## config.mk

```make
export PLATFORM = sky130hd
export DESIGN_NAME = edge_counter_n_bit
export DESIGN_NICKNAME = d
export VERILOG_FILES = /design/src/rtl/edge_counter_n_bit.sv
export SDC_FILE = /design/constraint.sdc
export NUM_CORES = 1
export LEC_CHECK = 0
export ABC_CLOCK_PERIOD_IN_PS = 4700
export CORE_MARGIN = 3
export CORE_UTILIZATION = 47
export CTS_CLUSTER_DIAMETER = 120
export DETAILED_ROUTE_END_ITERATION = 6
export HOLD_SLACK_MARGIN = 0.03
export PLACE_DENSITY = 0.78
export SLEW_MARGIN = 25
export SYNTH_ARGS = -nofsm -noshare
export SYNTH_HDL_FRONTEND = slang
export SYNTH_SLANG_ARGS = --single-unit
```

## constraint.sdc

```tcl
create_clock -name clk_in -period 4.7 [get_ports clk_in]
set_input_delay 1.175 -clock clk_in [delete_from_list [all_inputs] [get_ports clk_in]]
set_output_delay 1.175 -clock clk_in [all_outputs]
set_load 0.01 [all_outputs]
```

## src/rtl/edge_counter_n_bit.sv

```systemverilog
// Width-generic edge counter: synchronised rising edges of count_in step an up/down
// counter with programmable modulus, wrap/saturate, preset, carry/borrow and a capture register.
module edge_counter_n_bit #(
    parameter int WIDTH = 8
) (
    input  logic             clk_in,
    input  logic             reset,
    input  logic             count_in,
    input  logic             enable,
    input  logic             direction,
    input  logic             saturate,
    input  logic [WIDTH-1:0] limit,
    input  logic             load,
    input  logic [WIDTH-1:0] load_value,
    input  logic             hold,
    output logic [WIDTH-1:0] count_out,
    output logic [WIDTH-1:0] count_held,
    output logic             carry,
    output logic             borrow,
    output logic             zero
);

    logic             s1, s2, prev;
    logic             edge_det;
    logic [WIDTH-1:0] top_val;
    logic [WIDTH-1:0] count_nxt;
    logic             carry_nxt, borrow_nxt;

    // All three stages load the raw input in reset so a level held across release is not an edge.
    always_ff @(posedge clk_in) begin
        if (reset) begin
            s1   <= count_in;
            s2   <= count_in;
            prev <= count_in;
        end else begin
            s1   <= count_in;
            s2   <= s1;
            prev <= s2;
        end
    end

    assign edge_det = s2 & ~prev;
    assign top_val  = (limit == '0) ? '1 : limit - 1'b1;

    always_comb begin
        count_nxt  = count_out;
        carry_nxt  = 1'b0;
        borrow_nxt = 1'b0;
        if (load) begin
            count_nxt = (load_value > top_val) ? top_val : load_value;
        end else if (edge_det && enable) begin
            if (direction) begin
                if (count_out < top_val) begin
                    count_nxt = count_out + 1'b1;
                end else begin
                    carry_nxt = 1'b1;
                    count_nxt = saturate ? top_val : '0;
                end
            end else begin
                if (count_out == '0) begin
                    borrow_nxt = 1'b1;
                    count_nxt  = saturate ? '0 : top_val;
                end else if (count_out > top_val) begin
                    // Limit was lowered under a live count: snap to the new bound silently.
                    count_nxt = top_val;
                end else begin
                    count_nxt = count_out - 1'b1;
                end
            end
        end
    end

    always_ff @(posedge clk_in) begin
        if (reset) begin
            count_out  <= '0;
            count_held <= '0;
            carry      <= 1'b0;
            borrow     <= 1'b0;
        end else begin
            count_out <= count_nxt;
            carry     <= carry_nxt;
            borrow    <= borrow_nxt;
            if (!hold)
                count_held <= count_out;
        end
    end

    assign zero = (count_out == '0);

endmodule

```

Yosys cells after proc, flatten, opt, wreduce, memory -nomap -nowiden
Index checks and enable logic that the tools add are counted.
{"block": "totals", "reg_bits": 21, "in_bits": 24, "output_inout_bits": 19, "wordCells": 37}
{"block": "op_classes", "add_sub_neg": 3, "order_cmp": 3, "muxes": 14, "n_bitwise": 4, "reduce_logical": 6}
{"op": "2-to-1 mux 8 bit", "n": 10}
{"op": "greater-than comparator 8 bit", "n": 2}
{"op": "logical NOT 8 bit", "n": 2}
{"op": "subtractor 8 x 1 -> 8 bit (second input constant)", "n": 2}
{"op": "adder 8 x 1 -> 8 bit (second input constant)", "n": 1}
{"op": "less-than comparator 8 bit", "n": 1}
{"op": "OR reduction 4 bit", "n": 2}
{"op": "2-to-1 mux 1 bit", "n": 4}
{"op": "NOT 1 bit", "n": 3}
{"op": "nonzero test 2 bit", "n": 1}
{"op": "AND 1 bit", "n": 1}
{"op": "logical AND 1 bit", "n": 1}

Longest topological paths before layout
{"block": "depth", "word_depth": 8, "mapped_depth": 17, "depth_no_buf": 16}

Worst setup path before layout
Ideal clock, no wire load.
{"block": "synth_timing", "path_kind": "input to register", "start": "input limit[5]", "end": "register count_out[6]", "setup_ns": 0.112, "arrival_ns": 4.319, "required_ns": 4.588, "slack_ns": 0.269, "path_stages": 12, "path_buffers": 0, "cell_sequence": "or4_4 or3_1 and2_1 ha_1 nand4b_1 a21oi_1 a2111oi_1 nor4_2 mux2i_1 nand2_1 o211a_1 a2111oi_1"}
{"block": "synth_via", "elab_chain_len": 8, "word_cells_on_any_way": 15, "classes_between": "add/sub (1); order compare (3); mux (10); reduce/logical (1)"}
{"element": "start: declaration", "line": "12", "rtl": "input logic [WIDTH-1:0] limit,"}
{"element": "subtractor 8 x 1 -> 8 bit or logical NOT 8 bit (tied branches)", "line": "43", "rtl": "assign top_val = (limit == '0) ? '1 : limit - 1'b1;"}
{"element": "2-to-1 mux 8 bit *", "line": "43"}
{"element": "greater-than comparator 8 bit", "line": "63", "rtl": "end else if (count_out > top_val) begin"}
{"element": "2-to-1 mux 8 bit", "line": "63"}
{"element": "2-to-1 mux 8 bit", "line": "60", "rtl": "if (count_out == '0) begin"}
{"element": "2-to-1 mux 8 bit", "line": "52", "rtl": "if (direction) begin"}
{"element": "2-to-1 mux 8 bit", "line": "51", "rtl": "end else if (edge_det && enable) begin"}
{"element": "2-to-1 mux 8 bit *", "line": "49", "rtl": "if (load) begin"}
{"element": "end signal: assignment", "line": "80", "rtl": "count_out <= count_nxt;"}
{"element": "end: declaration", "line": "16", "rtl": "output logic [WIDTH-1:0] count_out,"}
Mark *: on every way between the ends. The rest lies on a longest branch, timed or not. The select of a mux whose other input is x is not followed.
A chain may end at the register's enable or synchronous reset.

Final worst setup path
{"block": "layout_timing", "start": "input limit[1]", "end": "register count_out[7]"}
Same word-level chain as after synthesis.

==> run summary <==
==============================================================================
Worst IR Drop VDD                                                     0.220 mV
RR Endpoint                                                       count_out[7]
Worst setup slack after layout                                         49.8 ps
Primary flip-flop cell chosen by synthesis mapping                sky130_fd_sc_hd__dfxtp_1
Number of cells traversed by the worst hold path                             2
Internal reg-to-reg setup slack                                        1710 ps
Fmax                                                                 0.215 GHz
Overall routed net length                                              7.90 mm
Total number of H-tree levels                                                1
Slowest library cell on the worst path                            sky130_fd_sc_hd__or4_4
Fillcell total                                                             269
Largest stage delay on the critical path                                510 ps
CTS sink cnt                                                                21
Worst-case setup slack after placement                                 -538 ps
Worst path arrival time                                                4830 ps
Reg2reg start                                                     count_out[0]
Count of input and output buffers                                           42
Fraction of final layout cells sized beyond drive strength 1             31.6%
GR Layer Usage met1                                                      35.1%
Num CTS Buffers                                                              3
Area inside the core boundary                                       4200 sq um
Drt initial violations                                                     266
Share of the cycle needed by the critical path after routing             98.9%
Number of top-level pins                                                    43
Hold-fix buffers at CTS                                                      0
Number of nets in the finished design                                      402
Half-perimeter wire length of the detailed placement result            5.05 mm
Most used routing layer in global routing                                 met2
Remaining antenna violation count                                            0
Number of buffers on the longest clock path                                  2
Most common cell after layout, fill and taps aside                sky130_fd_sc_hd__buf_4
Series of cell instances along the critical path                  clkdlybuf4s50_1, or4_4, or4_4, mux2i_4, inv_2, ha_4, a31o_2, a2111oi_4, nor4_2, buf_4, buf_4, mux2i_1, a22oi_1, or3_1, a41oi_2
Root buffer cell                                                  sky130_fd_sc_hd__clkbuf_8
Data required time of the worst path                                   4880 ps
Crit path time final                                                   4650 ps
Worst Setup Path Type                                             input pin to flop
Cell depth of the worst flop-to-flop path                                   12
Outcome                                                           complete, no violations
Worst Setup End Kind                                                      flop
Routed via count divided by cell count                                    6.42
Routed wire length per instance                                        19.4 um
Routability cong.                                                        0.933
TritonCTS clock tree                                                      done
Worst min-delay path class                                        flop to flop
Width of the chip                                                      73.5 um
Syn_nets                                                                   315
Count of maximum capacitance violations                                      0
Synth Cell Area                                                     2140 sq um
Full die area                                                       5410 sq um
Met3 usage in global routing                                             5.47%
Final standard cell utilization of the core                              79.3%
Most used cells in the layout excluding fill and tap cells        sky130_fd_sc_hd__buf_4, sky130_fd_sc_hd__clkdlybuf4s50_1, sky130_fd_sc_hd__nor2_1
Leakage Power                                                       0.00141 uW
Area growth from synthesis to final layout                               55.5%
Cells after Synth                                                          272
Overall track demand over capacity in global routing                     26.3%
N_diodes                                                                     0
Sequential cell area                                                 420 sq um
Worst hold path endpoint                                                    s2
Count of final hold-check violations                                         0
Total via count after detailed routing                                    2620
Total congestion overflow                                                    0
DRC violations left                                                          0
Synthesis Warnings                                                           0
Rows                                                                        23
Hold Path Origin                                                            s1
Initial antenna violation count                                              0
Async set-reset flop share out of synthesis                                 0%
Initial Utilization                                                      51.0%
Vias in the first global route                                            2414
Max FO, Critical Path                                                        3
Ratio of total power to cell area                                  230 nW/um^2
Avg Synthesized Cell Area                                           7.88 sq um
Area of the multi-input gates                                       1900 sq um
Transition time at the pin with the least slew margin                  1180 ps
Chip height                                                            73.5 um
CP Launch Type                                                       input pin
Cell total after placement                                                 387
Insertion delay of the later-clocked pin in the worst-skew pair         270 ps
Number of storage elements in the synthesis netlist                         21
Met2 capacity usage during global routing                                42.2%
Final setup violating endpoints                                              0
First-pass GRT wire length                                             11.3 mm
Clock transition at the registers of the reported paths                  80 ps
Worst slew margin relative to its limit                                  21.3%
Cell Count, Final, Fillers Out                                             408
Number of enable-type register cells in the synthesized netlist              0
Post-route total power                                                  768 uW
Pre-Repair DR Iteration Count                                                5
Library cells used by synthesis                                             54
Final clock skew                                                       10.1 ps
Slew Limit Fails                                                             0
Pin count of the biggest net entering global routing                        21
Register area share after synthesis                                      19.6%
==============================================================================
## state kept, by name, indices dropped and copies added, names as in the netlist
register	flops
prev	1
carry	1
count_held	8
s1	1
borrow	1
count_out	8
s2	1
## worst max-delay path, delay by kind of cell
family | cells | cell delay (ps)
AND/OR/NAND/NOR | 4 | 1460
AO/OA/AOI/OAI | 4 | 850
buffers and inverters | 4 | 840
multiplexers | 2 | 330
adder cells (fa/ha/maj) | 1 | 170
## synthesized netlist by cell type (4+ instances only)
cell type / number / area, sq um
sky130_fd_sc_hd__o21ai_0: 13 / 65.1
sky130_fd_sc_hd__mux2_1: 5 / 56.3
sky130_fd_sc_hd__nor2b_1: 5 / 31.3
sky130_fd_sc_hd__clkbuf_1: 14 / 52.6
sky130_fd_sc_hd__dfxtp_1: 21 / 420
sky130_fd_sc_hd__mux2_2: 4 / 45.0
sky130_fd_sc_hd__a31oi_1: 4 / 25.0
sky130_fd_sc_hd__nand2_1: 20 / 75.1
sky130_fd_sc_hd__xnor2_1: 8 / 70.1
sky130_fd_sc_hd__xor2_1: 5 / 43.8
sky130_fd_sc_hd__and2_1: 4 / 25.0
sky130_fd_sc_hd__inv_1: 18 / 67.6
sky130_fd_sc_hd__nand3_1: 11 / 55.1
sky130_fd_sc_hd__a221oi_1: 5 / 43.8
sky130_fd_sc_hd__a211oi_1: 4 / 30.0
sky130_fd_sc_hd__a21oi_1: 9 / 45.0
sky130_fd_sc_hd__mux2i_1: 16 / 160
sky130_fd_sc_hd__ha_1: 19 / 238
sky130_fd_sc_hd__and3_1: 5 / 31.3
sky130_fd_sc_hd__or3_1: 4 / 25.0
sky130_fd_sc_hd__nor2_1: 28 / 105
## where the power goes
part,switching (uW),internal [uW]
Clock,60.2,60.5
Combinational,200,219
Sequential,35.4,192
Total,296,472
## how the worst max path moves through the flow
stage / startpoint / to / slack [ps] / cells after the start
after floorplan: limit[5] / count_out[6] / 270 / 12
after global placement: limit[5] / count_out[6] / -390 / 13
after detailed placement: limit[5] / count_out[6] / -540 / 13
after CTS: limit[3] / count_out[7] / 3 / 16
after global routing: limit[0] / count_out[7] / -90 / 19
final: limit[1] / count_out[7] / 50 / 15
## routing by layer
metal,share of wire [%],vias up
met1,42,1242
met5,0,-
met3,7.3,43
li1,-,1170
met2,48,165
met4,3.5,0
## logic make-up after synthesis
group,after synthesis,synth area share [%]
AO/OA/AOI/OAI,61,21.1
buffers and inverters,32,5.60
AND/OR/NAND/NOR,101,25.1
multiplexers,25,12.2
XOR/XNOR,13,5.31
flip-flops,21,19.6
adder cells (fa/ha/maj),19,11.1
## cell type report
cell class,count,share of cell area [%]
Inverter,18,2.03
Timing Repair Buffer,96,25.1
Sequential cell,21,12.6
Tap cell,50,1.88
Clock buffer,4,1.35
Multi-Input combinational cell,219,57.0
## per-stage QoR
step	hold slack, ps	setup TNS [ps]	cell area [sq um]
after global placement	432	-2170	2850
after detailed placement	436	-3250	2850
after floorplan	415	0	2140
after CTS	450	0	3020
after global routing	503	-343	3330
final	443	0	3330
## timing repair
item | in CTS | in global routing
pin swaps | 2 | 19
cloned | 0 | 0
setup endpoints to repair | 7 | 8
setup buffers | 10 | 7
resized for setup | 8 | 47
Power figures use the tool's default switching activity.
